### config.mk
export PLATFORM = sky130hd
export DESIGN_NAME = wide_add_seq
export DESIGN_NICKNAME = d
export VERILOG_FILES = /design/src/rtl/wide_add_seq.sv
export SDC_FILE = /design/constraint.sdc
export NUM_CORES = 1
export LEC_CHECK = 0
export CAP_MARGIN = 10
export CORE_ASPECT_RATIO = 1.1
export CORE_MARGIN = 3
export CORE_UTILIZATION = 40
export CTS_BUF_LIST = sky130_fd_sc_hd__clkbuf_2
export DETAILED_ROUTE_END_ITERATION = 7
export REMOVE_ABC_BUFFERS = 1
export SETUP_SLACK_MARGIN = 0.05
export SLEW_MARGIN = 5
export SYNTH_ARGS = -nofsm -noshare
export SYNTH_HDL_FRONTEND = slang
export SYNTH_SLANG_ARGS = --single-unit
### constraint.sdc
create_clock -name clk -period 20.3 [get_ports clk]
set_input_delay 2.03 -clock clk [delete_from_list [all_inputs] [get_ports clk]]
set_output_delay 2.03 -clock clk [all_outputs]
set_load 0.1 [all_outputs]
### src/rtl/wide_add_seq.sv
// Multi-cycle N = 32*WORDS bit adder/subtractor: one 32-bit prefix adder slice,
// LSW first, with the carry chained through a register between slices.
module wide_add_seq #(
    parameter int unsigned WORDS = 4
) (
    input  logic              clk,
    input  logic              rst,
    input  logic              in_valid,
    output logic              in_ready,
    input  logic [32*WORDS-1:0] a,
    input  logic [32*WORDS-1:0] b,
    input  logic              cin,
    input  logic              op_sub,
    output logic              out_valid,
    input  logic              out_ready,
    output logic [32*WORDS-1:0] sum,
    output logic              cout,
    output logic              ovf
);

    localparam int unsigned N     = 32 * WORDS;
    localparam int unsigned IDX_W = (WORDS > 1) ? $clog2(WORDS) : 1;

    typedef enum logic [1:0] {
        IDLE = 2'd0,
        RUN  = 2'd1,
        DONE = 2'd2
    } state_e;

    state_e           state_q;
    logic             in_ready_q;
    logic             out_valid_q;
    logic [N-1:0]     a_q;
    logic [N-1:0]     b_q;
    logic [N-1:0]     sum_q;
    logic             carry_q;
    logic             cout_q;
    logic             ovf_q;
    logic [IDX_W-1:0] idx_q;

    logic [31:0]      slice_x;
    logic [31:0]      slice_y;
    logic [31:0]      slice_sum;
    logic             slice_cout;

    // Kogge-Stone style 32-bit prefix adder; returns {cout, sum}.
    function automatic logic [32:0] prefix_add(input logic [31:0] x,
                                               input logic [31:0] y,
                                               input logic        c0);
        logic [31:0] p0;
        logic [31:0] g;
        logic [31:0] p;
        logic [31:0] gn;
        logic [31:0] pn;
        logic [31:0] c;
        p0 = x ^ y;
        g  = x & y;
        p  = p0;
        for (int s = 1; s < 32; s = s * 2) begin
            gn = g;
            pn = p;
            for (int i = s; i < 32; i++) begin
                gn[i] = g[i] | (p[i] & g[i-s]);
                pn[i] = p[i] & p[i-s];
            end
            g = gn;
            p = pn;
        end
        c = {g[30:0] | (p[30:0] & {31{c0}}), c0};
        return {g[31] | (p[31] & c0), p0 ^ c};
    endfunction

    assign slice_x = a_q[32*idx_q +: 32];
    assign slice_y = b_q[32*idx_q +: 32];
    assign {slice_cout, slice_sum} = prefix_add(slice_x, slice_y, carry_q);

    // Control FSM and datapath registers
    always_ff @(posedge clk or posedge rst) begin
        if (rst) begin
            state_q     <= IDLE;
            in_ready_q  <= 1'b1;
            out_valid_q <= 1'b0;
            a_q         <= '0;
            b_q         <= '0;
            sum_q       <= '0;
            carry_q     <= 1'b0;
            cout_q      <= 1'b0;
            ovf_q       <= 1'b0;
            idx_q       <= '0;
        end else begin
            case (state_q)
                IDLE: begin
                    if (in_valid && in_ready_q) begin
                        a_q        <= a;
                        b_q        <= b ^ {N{op_sub}};
                        carry_q    <= op_sub | cin;
                        idx_q      <= '0;
                        in_ready_q <= 1'b0;
                        state_q    <= RUN;
                    end
                end
                RUN: begin
                    sum_q[32*idx_q +: 32] <= slice_sum;
                    carry_q               <= slice_cout;
                    idx_q                 <= idx_q + 1'b1;
                    if (idx_q == IDX_W'(WORDS - 1)) begin
                        state_q <= DONE;
                    end
                end
                DONE: begin
                    // First DONE cycle publishes flags derived from the finished sum.
                    if (!out_valid_q) begin
                        out_valid_q <= 1'b1;
                        cout_q      <= carry_q;
                        ovf_q       <= (a_q[N-1] == b_q[N-1]) & (sum_q[N-1] != a_q[N-1]);
                    end else if (out_ready) begin
                        out_valid_q <= 1'b0;
                        in_ready_q  <= 1'b1;
                        state_q     <= IDLE;
                    end
                end
                default: begin
                    state_q    <= IDLE;
                    in_ready_q <= 1'b1;
                end
            endcase
        end
    end

    assign in_ready  = in_ready_q;
    assign out_valid = out_valid_q;
    assign sum       = sum_q;
    assign cout      = cout_q;
    assign ovf       = ovf_q;

endmodule

Word-level counts from Yosys, hierarchy flattened
Index checks and enable logic that the tools add are counted.
- add/subtract/negate cells: 2
- equal/unequal tests: 9
- shift operators: 4
- multiplexer cells: 16
- bitwise logic cells: 399
- reduce and logical (&&, ||, !) cells: 8
- operators by type and width (kind ; number):
    AND 1 bit ; 260
    indexed part select 128 x 8 -> 32 bit ; 2
    bitwise OR 1 bit ; 131
    bitwise mux 128 bit ; 1
    variable shift 32 x 34 -> 128 bit (first input constant) ; 1
    indexed part select 32 x 34 -> 128 bit ; 1
    XOR 128 bit ; 1
    XOR 32 bit ; 2
    negation 7 -> 34 bit ; 1
    AND 32 bit ; 1
    AND 31 bit ; 1
    bitwise OR 31 bit ; 1
    two-way mux 2 bit ; 5
    inequality test 2 bit (second input constant) ; 4
    AND reduction 4 bit ; 2
    two-way mux 1 bit ; 6
    one-hot mux 2 bit (3 select lines) ; 1
    AND reduction 2 bit ; 3
    == test 2 bit (second input constant) ; 2
    one-hot mux 2 bit (2 select lines) ; 1
    one-hot mux 1 bit (3 select lines) ; 1
    adder 2 x 1 -> 2 bit (second input constant) ; 1
    == test 2 x 1 -> 1 bit (second input constant) ; 1
    logical NOT 2 bit ; 1
    6 further kinds ; 7
- register bits: 393
- input port bits: 262
- word-level logic and storage cells: 448

Longest topological paths before layout
- depth in word-level cells: 15
- depth in mapped cells: 14
- gate-level depth less buffers: 9

Worst setup path after synthesis
Ideal clock, no wire load.
- kind: register to register
- from: reg idx_q[0]
- to: reg sum_q[123] (netlist: sum[123])
- data arrival time: 3632 ps
- required time: 20178 ps
- setup slack: 16546 ps
- cell stages (with the launch flop): 15
- path buffers: 5
- period minus slack after synthesis: 3754 ps
- cells stage by stage: dfrtp_1 -> clkbuf_1 -> buf_2 -> buf_2 -> mux4_2 -> ha_1 -> buf_6 -> and4_1 -> buf_6 -> a21o_1 -> o21a_1 -> or4_1 -> nand3_1 -> a211oi_2 -> a22o_1
- longest elaborated chain between the ends: 15
- elaborated cells between the ends (all ways): 383
- RTL lines (item ; line ; RTL):
    start: declaration ; 39 ; logic [IDX_W-1:0] idx_q;
    start signal: assignment ; 105 ; idx_q <= idx_q + 1'b1;
    indexed part select 128 x 8 -> 32 bit, on equally long branches ; 73, 74 ;
    XOR 32 bit / AND 32 bit (equally long branches) ; 56, 57 ;
    AND 1 bit, on equally long branches ; 63, 64 ;
    bitwise OR 1 bit / AND 1 bit (equally long branches) ; 63 ; gn[i] = g[i] | (p[i] & g[i-s]);
    AND 1 bit / bitwise OR 1 bit (equally long branches) ; 63 ;
    bitwise OR 1 bit / AND 1 bit (equally long branches) ; 63 ;
    AND 1 bit / bitwise OR 1 bit (equally long branches) ; 63 ;
    bitwise OR 1 bit / AND 1 bit (equally long branches) ; 63 ;
    AND 1 bit / bitwise OR 1 bit (equally long branches) ; 63 ;
    bitwise OR 1 bit / AND 1 bit (equally long branches) ; 63 ;
    bitwise OR 1 bit ; 63 ;
    bitwise OR 31 bit ; 69 ; c = {g[30:0] | (p[30:0] & {31{c0}}), c0};
    XOR 32 bit ; 70 ; return {g[31] | (p[31] & c0), p0 ^ c};
    indexed part select 32 x 34 -> 128 bit ; 103 ; sum_q[32*idx_q +: 32] <= slice_sum;
    bitwise mux 128 bit * ; 103 ;
    end signal: indexed assignment ; 103 ;
    end: declaration ; 35 ; logic [N-1:0] sum_q;
Mark *: on every way between the ends. The rest lies on a longest branch, timed or not.
A chain may end at the register's enable or synchronous reset.

Worst setup path in the final report
- from: in in_valid
- to: reg b_q[37]
- longest elaborated chain between the ends: 2
- RTL lines (item ; line ; RTL):
    start: declaration ; 8 ; input logic in_valid,
    logical AND 1 bit ; 93 ; if (in_valid && in_ready_q) begin
    AND reduction 2 bit (no source line) ; -- ;
    end signal: assignment ; 95 ; b_q <= b ^ {N{op_sub}};
    end: declaration ; 34 ; logic [N-1:0] b_q;
No other way between the ends.

==> results.py <==
metrics = {
    "routing": {
        "wl_um": 58100,
        "drtAntennaViolNets": 0,
        "wl_per_cell_um": 19.4,
        "vias": 15523,
        "drc": 0,
        "via_per_inst": 5.19,
        "drtIter0Drc": 1251,
        "first_pass_iters": 5,
    },
    "clocking": {
        "clk_pin_slew_ns": 0.09,
        "ctsLongestPathBuffers": 3,
        "htreeDepth": 3,
        "postCtsSetupRepairBufs": 0,
        "worst_skew_pair.late_latency_ns": 1.07,
        "cts_root_buf": "clkbuf_2",
        "cts_hold_buf": 0,
        "cts.sinks": 393,
        "ctsResizeCount": 0,
        "cts_tree": "yes",
        "numCtsBuffers": 100,
    },
    "timing": {
        "max-slew-margin-rel_pct": 22.7,
        "fmax_ghz": 0.193,
        "setup_tns_ns": 0,
        "slew_violations": 0,
        "period_minus_slack_ns": 5.19,
        "rsz0062_at_grt": "false",
        "fin_skew_ns": 0.0712,
        "setup_violations": 0,
        "min_period_over_period_pct": 25.6,
        "hold_viol_final": 0,
        "tightestPinTransition_ns": 1.16,
    },
    "logic_synthesis": {
        "ys_async_sr_fraction_pct": 100,
        "syn_area_mm2": 0.0193,
        "synth_top_cell_area_share_pct": 51.0,
        "synth.area.top_cells": "dfrtp_1, nand2_1, mux4_2, xnor2_1, a22o_1",
        "ys_seq_area_share_pct": 51.1,
        "syn_inst": 1891,
        "synth.largest_area_cell": "dfrtp_1",
        "synth.distinct_cells": 70,
        "synth-seq-cells": 393,
        "syn_area_per_cell_um2": 10.2,
        "synthFlopType": "dfrtp_1",
        "yosysWarnings": 0,
        "synth-edff-count": 0,
    },
    "cells_and_area": {
        "synthToLayoutAreaGrowth_pct": 27.5,
        "fillers": 4442,
        "nets": 2580,
        "drive_gt1_share_pct": 11.7,
    },
    "setup_path": {
        "crit_required_ns": 21.16,
        "reg2reg_slack_ns": 15.30,
        "worstPathArrival_ns": 6.05,
        "startpoint_type": "input port",
        "critPathCaptureType": "flop",
        "crit_path_max_fanout": 131,
        "crit_type": "input port to flop",
    },
    "floorplanning": {
        "fp.dieArea_mm2": 0.0508,
        "die_w_um": 215,
        "core_mm2": 0.0471,
        "num_rows": 83,
        "pin_count": 394,
        "initial_core_util_pct": 40.8,
        "die_h_um": 236,
    },
    "outcome": {
        "status": "completed",
    },
    "global_route": {
        "grt.overflow.total": 0,
        "antenna_found_initial": 2,
        "grt_pass1_wl_um": 91400,
        "grt_usage_pct": 22.9,
        "grt_max_degree": 132,
        "first_global_vias": 15944,
    },
    "hold_path": {
        "hp-class": "flop to flop",
    },
    "placement": {
        "place.gp.congestion": 0.834,
        "place_hpwl_um": 41600,
        "io_buffers": 393,
    },
    "run": {
        "cap_violations": 0,
    },
}
==> cell type report <==
type,count,area [µm²],area share [%]
sequential,393,9840,40.1
multi-input combinational,1355,8870,36.1
timing repair buffer,413,4090,16.6
tap,637,797,3.25
clock buffer,151,756,3.08
clock inverter,22,113,0.459
inverter,17,71.3,0.291
antenna,2,5.00,0.0204
==> through the flow <==
step           util (%)  cells  cell area [µm²]  setup WS [ns]  hold slack (ns)
2_1_floorplan         -   1765            18700           7.35            0.440
3_3_place_gp       50.2   2815            23700          14.23            0.454
3_5_place_dp       50.2   2815            23700          14.11            0.457
4_1_cts            52.0   2988            24500          15.11            0.481
5_1_grt            52.0   2990            24500          14.77            0.494
6_report           52.0   2990            24500          15.11            0.475
==> cells in the mapped netlist, types with 4 or more instances <==
| master | number |
|---|---|
| inv_1 | 16 |
| a31oi_1 | 4 |
| xnor2_1 | 145 |
| o21ai_1 | 14 |
| dfrtp_1 | 392 |
| nor3_1 | 13 |
| and4_1 | 4 |
| nand3_1 | 24 |
| o21a_1 | 6 |
| nor2_1 | 38 |
| xor2_1 | 5 |
| nand4_1 | 8 |
| nand2b_1 | 7 |
| a211oi_1 | 5 |
| o211ai_1 | 12 |
| o21ai_0 | 165 |
| buf_6 | 4 |
| a21o_1 | 14 |
| and3_1 | 7 |
| and2_1 | 6 |
| o41ai_1 | 5 |
| nand2_1 | 571 |
| a22o_1 | 96 |
| a221oi_1 | 4 |
| a211oi_2 | 4 |
| or3_1 | 7 |
| ha_1 | 37 |
| mux4_2 | 64 |
| a21oi_1 | 36 |
| buf_1 | 4 |
| clkbuf_1 | 105 |
| buf_2 | 13 |
==> worst max-delay path, stage by stage <==
cell and delay [ns]:
clkdlybuf4s50_1 0.40, nand2b_1 0.13, or3b_4 0.37, buf_4 0.84
buf_4 0.84, buf_4 0.93, o21ai_0 0.25
==> per-layer routing <==
metal / wire (µm) / track usage (%) / vias to the layer above
li1: - / - / 7367
met3: 3100 / 4.29 / 70
met5: 0 / 0 / -
met4: 1030 / 6.65 / 0
met2: 27200 / 36.3 / 493
met1: 26700 / 32.2 / 7593
==> final timing paths <==
kind,cells after the start,start,to
setup / recovery,7,in_valid,b_q[37]$_DFFE_PP0P_
hold / removal,2,a_q[111]$_DFFE_PP0P_,a_q[111]$_DFFE_PP0P_
setup reg to reg,10,idx_q[0]$_DFFE_PP0P_,sum[57]$_DFFE_PP0P_
hold reg to reg,2,a_q[111]$_DFFE_PP0P_,a_q[111]$_DFFE_PP0P_
max in group asynchronous,4,rst,idx_q[0]$_DFFE_PP0P_
min in group asynchronous,2,rst,sum[17]$_DFFE_PP0P_
==> cells in the final DEF, fill, tap and decap left out, types with 11 or more instances in the layout <==
cell type | synthesis | final
nand2_1 | 571 | 571
clkdlybuf4s50_1 | 0 | 392
dfrtp_1 | 392 | 390
o21ai_0 | 165 | 165
clkbuf_2 | 0 | 151
xnor2_1 | 145 | 145
a22o_1 | 96 | 96
mux4_2 | 64 | 64
nor2_1 | 38 | 38
ha_1 | 37 | 37
a21oi_1 | 36 | 36
nand3_1 | 24 | 24
buf_4 | 0 | 20
inv_1 | 16 | 15
o21ai_1 | 14 | 14
a21o_1 | 14 | 14
clkinv_1 | 0 | 14
o211ai_1 | 12 | 12
nor3_1 | 13 | 11
==> kinds of logic after synthesis <==
kind of cell / synth area share [%]
multiplexers: 7.66
buffers and inverters: 3.03
XOR/XNOR: 6.82
flip-flops: 51.1
AND/OR/NAND/NOR: 15.0
AO/OA/AOI/OAI: 13.9
adder cells (fa/ha/maj): 2.51
==> flip-flops by register name, summed over array words and instances, names as in the netlist <==
| register | count |
|---|---|
| cout | 1 |
| state_q | 2 |
| b_q | 128 |
| sum | 128 |
| a_q | 128 |
| ovf | 1 |
| out_valid | 1 |
| carry_q | 1 |
| in_ready | 1 |
| idx_q | 2 |
Power is not shown: default switching activity piles up to over one toggle a cycle in this logic, so the estimate is an artifact.
